<file path="src/rtl/uart_transmitter.sv">
// 20-bit UART transmit end: frames each accepted message as {start=1, message MSB-first, stop=0}.
// The line idles low and every frame bit is held for CLKS_PER_BIT clocks.
module uart_transmitter #(
  parameter int CLKS_PER_BIT = 8
) (
  input  logic        clock,
  input  logic        reset,
  input  logic        send,
  input  logic [19:0] message,
  output logic        ready,
  output logic        serialOut,
  output logic        done
);

  localparam int              DIV_W    = (CLKS_PER_BIT > 2) ? $clog2(CLKS_PER_BIT) : 1;
  localparam logic [DIV_W-1:0] DIV_LAST = DIV_W'(CLKS_PER_BIT - 1);
  localparam logic [4:0]       BIT_LAST = 5'd21;

  typedef enum logic {IDLE, SEND} state_t;

  state_t           state;
  state_t           state_next;
  logic [21:0]      shreg;
  logic [DIV_W-1:0] div_cnt;
  logic [4:0]       bit_cnt;
  logic             div_term;
  logic             load;
  logic             shift;
  logic             finish;

  assign div_term = (div_cnt == DIV_LAST);

  always_ff @(posedge clock) begin
    if (reset) begin
      state <= IDLE;
    end else begin
      state <= state_next;
    end
  end

  always_comb begin
    state_next = state;
    case (state)
      IDLE: if (send) state_next = SEND;
      SEND: if (div_term && (bit_cnt == BIT_LAST)) state_next = IDLE;
      default: state_next = IDLE;
    endcase
  end

  always_comb begin
    load   = 1'b0;
    shift  = 1'b0;
    finish = 1'b0;
    case (state)
      IDLE: load = send;
      SEND: begin
        if (div_term) begin
          if (bit_cnt == BIT_LAST) finish = 1'b1;
          else                     shift  = 1'b1;
        end
      end
      default: ;
    endcase
  end

  // Control and line outputs: all registered, so nothing combinational reaches a port.
  always_ff @(posedge clock) begin
    if (reset) begin
      div_cnt   <= '0;
      bit_cnt   <= '0;
      ready     <= 1'b1;
      serialOut <= 1'b0;
      done      <= 1'b0;
    end else begin
      done  <= finish;
      ready <= (state_next == IDLE);
      if (load) begin
        div_cnt   <= '0;
        bit_cnt   <= '0;
        serialOut <= 1'b1;
      end else if (state == SEND) begin
        div_cnt <= div_term ? '0 : div_cnt + 1'b1;
        if (shift) begin
          bit_cnt   <= bit_cnt + 5'd1;
          serialOut <= shreg[20];
        end
        if (finish) begin
          bit_cnt   <= '0;
          serialOut <= 1'b0;
        end
      end
    end
  end

  // Frame data needs no reset; it rotates so every bit stays in use and the
  // vacated positions are simply never transmitted.
  always_ff @(posedge clock) begin
    if (load) begin
      shreg <= {1'b1, message, 1'b0};
    end else if (shift) begin
      shreg <= {shreg[20:0], shreg[21]};
    end
  end

endmodule

</file>
<file path="config.mk">
export PLATFORM = sky130hd
export DESIGN_NAME = uart_transmitter
export DESIGN_NICKNAME = d
export VERILOG_FILES = /design/src/rtl/uart_transmitter.sv
export SDC_FILE = /design/constraint.sdc
export NUM_CORES = 1
export LEC_CHECK = 0
export ABC_CLOCK_PERIOD_IN_PS = 2310
export CELL_PAD_IN_SITES_DETAIL_PLACEMENT = 1
export CELL_PAD_IN_SITES_GLOBAL_PLACEMENT = 1
export CORE_MARGIN = 2
export CORE_UTILIZATION = 41
export DETAILED_ROUTE_END_ITERATION = 6
export HOLD_SLACK_MARGIN = 0.03
export PLACE_DENSITY = 0.77
export SYNTH_ARGS = -nofsm -noshare
export SYNTH_HDL_FRONTEND = slang
export SYNTH_SLANG_ARGS = --single-unit
</file>
<file path="constraint.sdc">
create_clock -name clock -period 2.31 [get_ports clock]
set_input_delay 0.693 -clock clock [delete_from_list [all_inputs] [get_ports clock]]
set_output_delay 0.693 -clock clock [all_outputs]
set_load 0.05 [all_outputs]
</file>
==> flow_summary.yaml, run 1 <==
timing:
  fmax_mhz: 461
  worstMarginPinSlew_ns: 0.528
  layout_setup_ws_ns: 0.143
  fin_crit_sh: 0.938
  tns_ns: 0
  rsz0062_at_grt: "no"
  relSlewSlack: 0.648
  hold_viol: 0
  setup_viol: 0
  fin_skew_ns: 0.0105
  period_needed_ns: 2.17
  drv_slew: 0
detailed_routing:
  first_iter_violations: 37
  num_vias: 982
  route.detailed.wl_per_inst_um: 17.2
  detail-route-antenna-nets: 0
  finalWirelength_um: 3220
  drtPass1Iterations: 4
  vias_per_cell: 5.25
  post-route-drc-count: 0
logic_synthesis:
  yosysSeqAreaShare: 0.610
  ys_top_cells_by_area: "edfxtp_1 (42%), dfxtp_1 (19%), a22o_1 (12%)"
  synth_ff_type: "edfxtp_1"
  syn_inst: 112
  avgSynthCellArea_sq_um: 12.9
  synth-edff-count: 20
  synth_area_sq_mm: 0.00144
  netlist-cell-type-count: 29
  yosysTopAreaCell: "edfxtp_1"
  synth.top_cell.area_share: 0.416
  synth_fp_nets: 139
  ys_ff_latch: 34
  synthArstFlopShare: 0
  yosysWarnings: 0
pwr:
  total_power_mw: 1.09
  power_leakage_nw: 0.636
  switching_share: 0.227
  power_frac_comb: 0.104
  p_switching_mw: 0.247
  power_frac_seq: 0.627
  power.internal_mw: 0.841
  clkPwrFrac: 0.269
  peakVddDrop_uv: 278
  power_density_mw_per_mm2: 615
clock_tree:
  cts_setup_buffers: 0
  cts-root-buf: "clkbuf_4"
  h-tree-depth: 2
  clk_pin_slew_worst_paths_ns: 0.10
  clock-sinks: 34
  insertion_delay_ns: 0.33
  cts.repair.resized: 0
  clk_path_buf_depth: 2
  cts_tree: "done"
  cts_buffers: 5
  postCtsHoldBufs: 0
worst_setup_path:
  critPathMaxFanout: 2
  endpoint_kind: "primary output"
  required_ns: 1.62
  cp_slowest_cell: "clkdlybuf4s50_1"
  ff2ff_setup_slack_ns: 0.35
  crit_family: "buffers and inverters"
  cp_slowest_stage_delay_ns: 0.80
  arrival_ns: 1.47
  r2r_start: "div_cnt[0]$_SDFFE_PP0P_"
  crit_chain: "clkdlybuf4s50_1"
  critPathBufInv: 1
  worst_r2r_endpoint: "shreg[19]$_DFFE_PP_"
  crit_type: "flip-flop to primary output"
  critPathLaunchType: "flip-flop"
  ff2ff_path_depth: 5
hold_path:
  min_to: "shreg[0]$_SDFFE_PP0N_"
  worstHoldStart: "shreg[21]$_SDFFE_PP1N_"
  hold_class: "flip-flop to flip-flop"
  min_path_cells: 2
place:
  hpwl_um: 2290
  post-place-ws_ns: 0.113
  postPlaceCellArea_sq_mm: 0.00172
  finalWeightedCongestion: 0.724
  io_buffer_count: 25
flow_run:
  maxCapViolations: 0
global_routing:
  grt_first_pass_wirelength_um: 5340
  grt_pass1_vias: 1133
  antenna_found_initial: 0
  overflow: 0
  grt_max_degree: 23
  grt_usage: 0.178
final_layout:
  drive_gt1_frac: 0.0993
  final_common_cell: "clkdlybuf4s50_1"
  num_antenna_cells: 0
  finish.instance_area_sq_mm: 0.00177
  areaGrowthSynthToFinish_pct: 22.6
  final_cell_mix: "clkdlybuf4s50_1 (25), a22o_1 (20), edfxtp_1 (20), dfxtp_1 (14), nor2_1 (8)"
  nets: 167
  fill_cells: 373
floorplanning:
  initial_core_util: 0.429
  die-area_sq_mm: 0.00401
  ios: 26
  fp.coreArea_sq_mm: 0.00336
  die-height_um: 63.3
  fp.dieW_um: 63.3
  rows: 21
outcome:
  status: "finished, final reports clean"
[sequential cells by signal, indices dropped and copies added, names as in the netlist]
| name | cells |
|---|---|
| bit_cnt | 5 |
| div_cnt | 3 |
| done | 1 |
| ready | 1 |
| serialOut | 1 |
| shreg | 22 |
| state | 1 |
[worst reg2reg max path: stages, from the launching register on]
cell	delay [ns]
dfxtp_1	0.38
ha_1	0.18
ha_1	0.28
nand2_2	0.17
nor2_1	0.16
or2_2	0.43
[worst max path at each step]
stage / to / startpoint / slack [ns] / depth (start not counted)
2_1_floorplan: shreg[10]$_DFFE_PP_ / div_cnt[0]$_SDFFE_PP0P_ / 0.63 / 5
3_3_place_gp: shreg[6]$_DFFE_PP_ / send / 0.18 / 3
3_5_place_dp: shreg[16]$_DFFE_PP_ / send / 0.11 / 3
4_1_cts: serialOut / serialOut$_SDFFE_PP0P_ / 0.12 / 1
5_1_grt: serialOut / serialOut$_SDFFE_PP0P_ / 0.07 / 1
6_report: serialOut / serialOut$_SDFFE_PP0P_ / 0.14 / 1
[power by group through the flow]
| stage | registers [mW] | logic [mW] | clock network (mW) |
|---|---|---|---|
| floorplan | 0.700 | 0.0537 | 0 |
| global placement | 0.694 | 0.109 | 0 |
| detailed placement | 0.695 | 0.114 | 0 |
| CTS | 0.682 | 0.115 | 0.313 |
| global route | 0.684 | 0.124 | 0.342 |
| finish | 0.682 | 0.113 | 0.293 |
[layer usage]
metal / vias to the layer above / track usage / wire length (um)
met2: 22 / 0.316 / 1690
met5: - / 0 / 0
met4: 0 / 0.0707 / 57
li1: 481 / - / -
met3: 7 / 0.0607 / 130
met1: 472 / 0.194 / 1340
[cell families (layout without fill, tap and decap cells)]
group / after synthesis / count (layout) / synth area share
AOI/OAI and AO/OA: 32 / 32 / 0.175
buffers and inverters: 9 / 38 / 0.0416
and+or+nand+nor: 30 / 30 / 0.119
DFF: 34 / 34 / 0.610
xor gates and xnor gates: 1 / 1 / 0.00607
muxes: 2 / 2 / 0.0139
adders and majority gates: 4 / 4 / 0.0347
[cell usage after synthesis, types with 2 or more instances]
| cell | count |
|---|---|
| nand3_1 | 3 |
| a211oi_2 | 2 |
| nor2_1 | 8 |
| ha_1 | 4 |
| nor3_1 | 3 |
| nand2_1 | 2 |
| edfxtp_1 | 20 |
| or3_1 | 4 |
| a21oi_1 | 4 |
| a22o_1 | 20 |
| o21ai_0 | 5 |
| buf_2 | 3 |
| mux2i_1 | 2 |
| buf_6 | 3 |
| dfxtp_1 | 14 |
| inv_1 | 2 |
[area by class of cell]
| type | instances | area (sq um) | area share |
|---|---|---|---|
| tap | 46 | 57.6 | 0.0325 |
| sequential | 34 | 881 | 0.498 |
| clock buffer | 5 | 37.5 | 0.0212 |
| inverter | 2 | 7.51 | 0.00424 |
| multi-input combinational | 69 | 503 | 0.284 |
| timing repair buffer | 28 | 273 | 0.154 |
| clock inverter | 3 | 11.3 | 0.00636 |
[through the flow]
stage,hold slack (ns),util,cells
finish,0.502,0.526,187
global route,0.515,0.526,187
CTS,0.503,0.526,187
detailed placement,0.483,0.512,179
global placement,0.466,0.512,179
floorplan,0.444,-,112
Note: power is estimated with default switching activity, not from simulation.
==> run 2, diff against run 1 <==
--- a/config.mk
+++ b/config.mk
@@ -8,7 +8,6 @@
 export ABC_CLOCK_PERIOD_IN_PS = 2310
 export CELL_PAD_IN_SITES_DETAIL_PLACEMENT = 1
 export CELL_PAD_IN_SITES_GLOBAL_PLACEMENT = 1
-export CORE_MARGIN = 2
 export CORE_UTILIZATION = 41
 export DETAILED_ROUTE_END_ITERATION = 6
 export HOLD_SLACK_MARGIN = 0.03
==> run 2 against run 1 <==
Compared with the run above: die area shrank 6.2%; sequential cell count is the same; clock skew decreased by 0.0028 ns; first-iteration DRC count decreased by 38%; final area barely moved; sequential power about the same; wire length shrank 4.7%; setup slack improved by 0.0071 ns.
==> flow_summary.yaml, run 2 (same netlist as run 1, synthesis figures left out) <==
worst_setup_path:
  required_ns: 1.62
  critPathMaxFanout: 2
  critPathLaunchType: "flip-flop"
  worst_r2r_endpoint: "shreg[19]$_DFFE_PP_"
  r2r_start: "div_cnt[0]$_SDFFE_PP0P_"
  ff2ff_setup_slack_ns: 0.35
  path_depth: 1
  ff2ff_path_depth: 5
  crit_path_start: "serialOut$_SDFFE_PP0P_"
  crit_family: "buffers and inverters"
  crit_chain: "clkdlybuf4s50_1"
  endpoint_kind: "primary output"
  cp_slowest_cell: "clkdlybuf4s50_1"
  cp_slowest_stage_delay_ns: 0.80
  critPathBufInv: 1
  arrival_ns: 1.47
  timing.critical_path.to: "serialOut"
  crit_type: "flip-flop to primary output"
timing:
  relSlewSlack: 0.634
  worstMarginPinSlew_ns: 0.548
  rsz0062_at_grt: "no"
  tns_ns: 0
  layout_setup_ws_ns: 0.150
  fin_crit_sh: 0.935
  drv_slew: 0
  fin_skew_ns: 0.00772
  fmax_mhz: 463
  hold_viol: 0
  period_needed_ns: 2.16
  setup_viol: 0
place:
  finalWeightedCongestion: 0.792
  post-place-ws_ns: 0.114
  postPlaceCellArea_sq_mm: 0.00172
  hpwl_um: 2170
  io_buffer_count: 25
detailed_routing:
  first_iter_violations: 23
  route.detailed.wl_per_inst_um: 16.4
  detail-route-antenna-nets: 0
  post-route-drc-count: 0
  num_vias: 982
  finalWirelength_um: 3070
  vias_per_cell: 5.25
  drtPass1Iterations: 4
final_layout:
  fill_cells: 384
  final_cell_mix: "clkdlybuf4s50_1 (25), a22o_1 (20), edfxtp_1 (20), dfxtp_1 (14), nor2_1 (8)"
  nets: 167
  final_common_cell: "clkdlybuf4s50_1"
  num_antenna_cells: 0
  finish.instance_area_sq_mm: 0.00177
  top_regs: "shreg x22, bit_cnt x5, div_cnt x3"
  top_register: "shreg"
  drive_gt1_frac: 0.106
  final_core_util: 0.527
  areaGrowthSynthToFinish_pct: 22.7
  largest_reg_flops: 22
hold_path:
  worstHoldStart: "shreg[21]$_SDFFE_PP1N_"
  hold_class: "flip-flop to flip-flop"
floorplanning:
  fp.coreArea_sq_mm: 0.00336
  initial_core_util: 0.429
  rows: 21
  die-area_sq_mm: 0.00376
  fp.dieW_um: 61.3
  die-height_um: 61.3
  ios: 26
pwr:
  peakVddDrop_uv: 281
  power_leakage_nw: 0.638
  total_power_mw: 1.09
  power_density_mw_per_mm2: 616
global_routing:
  grt_pass1_vias: 1066
  overflow: 0
  grt_usage: 0.185
  grt_first_pass_wirelength_um: 4820
  grt_max_degree: 23
  antenna_found_initial: 0
clock_tree:
  postCtsHoldBufs: 0
  insertion_delay_ns: 0.31
  cts-root-buf: "clkbuf_4"
  clock-sinks: 34
  clk_pin_slew_worst_paths_ns: 0.10
  cts_setup_buffers: 0
  cts_tree: "done"
  cts.repair.resized: 0
  h-tree-depth: 2
  cts_buffers: 5
  clk_path_buf_depth: 2
flow_run:
  maxCapViolations: 0
outcome:
  status: "finished, final reports clean"
==> run 2: changes by cell type in the layout (fill, tap and decap cells not counted), sizes merged <==
cell and change:
clkinv -1, clkbuf +1
==> run 2: power by group <==
group	internal (mW)	leakage (nW)	switching [mW]
clock network	0.114	0.0297	0.184
logic	0.0616	0.296	0.0513
registers	0.671	0.312	0.0100
total	0.847	0.638	0.245
==> run 2: per-stage QoR <==
step,cells,hold WS (ns)
after floorplan,112,0.444
after global placement,179,0.468
final,187,0.483
after detailed placement,179,0.473
after global routing,187,0.514
after CTS,187,0.486
==> run 2: per-layer routing <==
metal	routed length, um	GRT usage
met2	1550	0.317
met5	0	0
met1	1370	0.228
met4	21	0.0571
met3	123	0.0525
==> run 2: final cells by class <==
cell class,count,area [sq um],share of cell area
repair buffers,28,273,0.154
clock inverters,2,8.76,0.00494
flip-flops and latches,34,881,0.497
well taps,46,57.6,0.0325
clock buffers,6,41.3,0.0233
inverters,2,7.51,0.00424
multi-input cells,69,503,0.284
==> run 2: worst min path at each step <==
stage	end	slack, ns	cells after the start
floorplan	shreg[0]$_SDFFE_PP0N_	0.44	2
global placement	shreg[0]$_SDFFE_PP0N_	0.47	2
detailed placement	shreg[0]$_SDFFE_PP0N_	0.47	2
CTS	shreg[0]$_SDFFE_PP0N_	0.49	2
global route	shreg[0]$_SDFFE_PP0N_	0.51	2
finish	shreg[0]$_SDFFE_PP0N_	0.48	2
==> run 3, diff against run 2 <==
--- a/config.mk
+++ b/config.mk
@@ -6,8 +6,10 @@
 export NUM_CORES = 1
 export LEC_CHECK = 0
 export ABC_CLOCK_PERIOD_IN_PS = 2310
+export CAP_MARGIN = 40
 export CELL_PAD_IN_SITES_DETAIL_PLACEMENT = 1
 export CELL_PAD_IN_SITES_GLOBAL_PLACEMENT = 1
+export CORE_ASPECT_RATIO = 1.2
 export CORE_UTILIZATION = 41
 export DETAILED_ROUTE_END_ITERATION = 6
 export HOLD_SLACK_MARGIN = 0.03
==> run 3 against run 2 <==
Compared with the run above: sequential cell count unchanged; global-route usage down 0.23 points; wire length down 0.82%; final area up 1.1%; worst hold slack better by 0.014 ns; critical endpoint unchanged; clock-buffer cell count unchanged; clock skew down 0.0043 ns.
==> flow_summary.yaml, run 3 (same netlist as run 1, synthesis figures left out) <==
outcome:
  status: "finished, final reports clean"
place:
  io_buffer_count: 25
  finalWeightedCongestion: 0.673
  hpwl_um: 2160
  postPlaceCellArea_sq_mm: 0.00171
  post-place-ws_ns: 0.122
timing:
  relSlewSlack: 0.621
  rsz0062_at_grt: "no"
  period_needed_ns: 2.11
  fin_crit_sh: 0.913
  drv_slew: 0
  worstMarginPinSlew_ns: 0.568
  setup_viol: 0
  fmax_mhz: 474
  fin_skew_ns: 0.00345
  hold_viol: 0
  layout_setup_ws_ns: 0.202
  tns_ns: 0
clock_tree:
  postCtsHoldBufs: 0
  clk_pin_slew_worst_paths_ns: 0.06
  cts_buffers: 5
  clk_path_buf_depth: 2
  cts.repair.resized: 0
  cts-root-buf: "clkbuf_8"
  clock-sinks: 34
  cts_tree: "done"
  cts_setup_buffers: 0
  h-tree-depth: 2
  insertion_delay_ns: 0.28
final_layout:
  areaGrowthSynthToFinish_pct: 24.1
  fill_cells: 350
  largest_reg_flops: 22
  drive_gt1_frac: 0.106
  finish.instance_area_sq_mm: 0.00179
  multi_input_area_sq_um: 503
  final_common_cell: "clkdlybuf4s50_1"
  register_area_sq_um: 881
  final_cell_mix: "clkdlybuf4s50_1 (25), a22o_1 (20), edfxtp_1 (20), dfxtp_1 (14), nor2_1 (8)"
  nets: 167
  top_regs: "shreg x22, bit_cnt x5, div_cnt x3"
  top_register: "shreg"
  num_antenna_cells: 0
floorplanning:
  ios: 26
  fp.coreArea_sq_mm: 0.00334
  initial_core_util: 0.433
  fp.dieW_um: 56.2
  rows: 23
  die-area_sq_mm: 0.00376
  die-height_um: 67.0
worst_setup_path:
  arrival_ns: 1.42
  cp_slowest_cell: "clkdlybuf4s50_1"
  ff2ff_path_depth: 5
  cp_slowest_stage_delay_ns: 0.81
  crit_family: "buffers and inverters"
  crit_type: "flip-flop to primary output"
  required_ns: 1.62
  crit_chain: "clkdlybuf4s50_1"
  endpoint_kind: "primary output"
  r2r_start: "div_cnt[0]$_SDFFE_PP0P_"
  worst_r2r_endpoint: "shreg[17]$_DFFE_PP_"
  critPathLaunchType: "flip-flop"
  critPathMaxFanout: 2
  critPathBufInv: 1
  crit_path_start: "serialOut$_SDFFE_PP0P_"
  ff2ff_setup_slack_ns: 0.40
detailed_routing:
  first_iter_violations: 15
  route.detailed.wl_per_inst_um: 17.1
  drtPass1Iterations: 4
  post-route-drc-count: 0
  finalWirelength_um: 3040
  detail-route-antenna-nets: 0
  vias_per_cell: 5.49
  num_vias: 978
hold_path:
  min_to: "shreg[0]$_SDFFE_PP0N_"
  hold_class: "flip-flop to flip-flop"
  min_path_cells: 2
  worstHoldStart: "shreg[21]$_SDFFE_PP1N_"
global_routing:
  grt_pass1_vias: 1045
  grt_util_met2: 0.308
  overflow: 0
  grt_usage: 0.183
  grt_first_pass_wirelength_um: 5010
  grt_max_degree: 22
  antenna_found_initial: 0
  busiest_layer: "met2"
  gr-usage-met1: 0.206
  grt_util_met3: 0.0660
pwr:
  total_power_mw: 1.20
  peakVddDrop_uv: 411
  power_leakage_nw: 0.651
  power_density_mw_per_mm2: 670
flow_run:
  maxCapViolations: 0
[run 3: layout make-up]
type	count	share of cell area
Sequential cell	34	0.492
Multi-Input combinational cell	69	0.281
Timing Repair Buffer	28	0.152
Clock buffer	6	0.0405
Tap cell	37	0.0258
Clock inverter	2	0.00489
Inverter	2	0.00419
[run 3: how the worst max path moves through the flow]
stage / to / slack, ns / cells after the start
6_report: serialOut / 0.20 / 1
5_1_grt: serialOut / 0.15 / 1
4_1_cts: serialOut / 0.18 / 1
3_5_place_dp: shreg[17]$_DFFE_PP_ / 0.12 / 3
3_3_place_gp: shreg[2]$_DFFE_PP_ / 0.18 / 3
2_1_floorplan: shreg[10]$_DFFE_PP_ / 0.63 / 5
[run 3: metal layers]
layer,part of all wire,up-vias
li1,-,481
met1,0.42,473
met2,0.52,19
met3,0.044,5
met4,0.018,0
met5,0,-
[run 3: where the power goes]
group	internal (mW)	total (mW)	switching, mW
logic	0.0616	0.109	0.0474
registers	0.672	0.684	0.0123
clock network	0.207	0.408	0.201
total	0.940	1.20	0.261
[run 3: stage by stage]
step | instances | hold WS (ns) | util
3_5_place_dp | 170 | 0.486 | 0.512
5_1_grt | 178 | 0.526 | 0.537
2_1_floorplan | 112 | 0.444 | -
4_1_cts | 178 | 0.505 | 0.537
6_report | 178 | 0.497 | 0.537
3_3_place_gp | 170 | 0.473 | 0.512
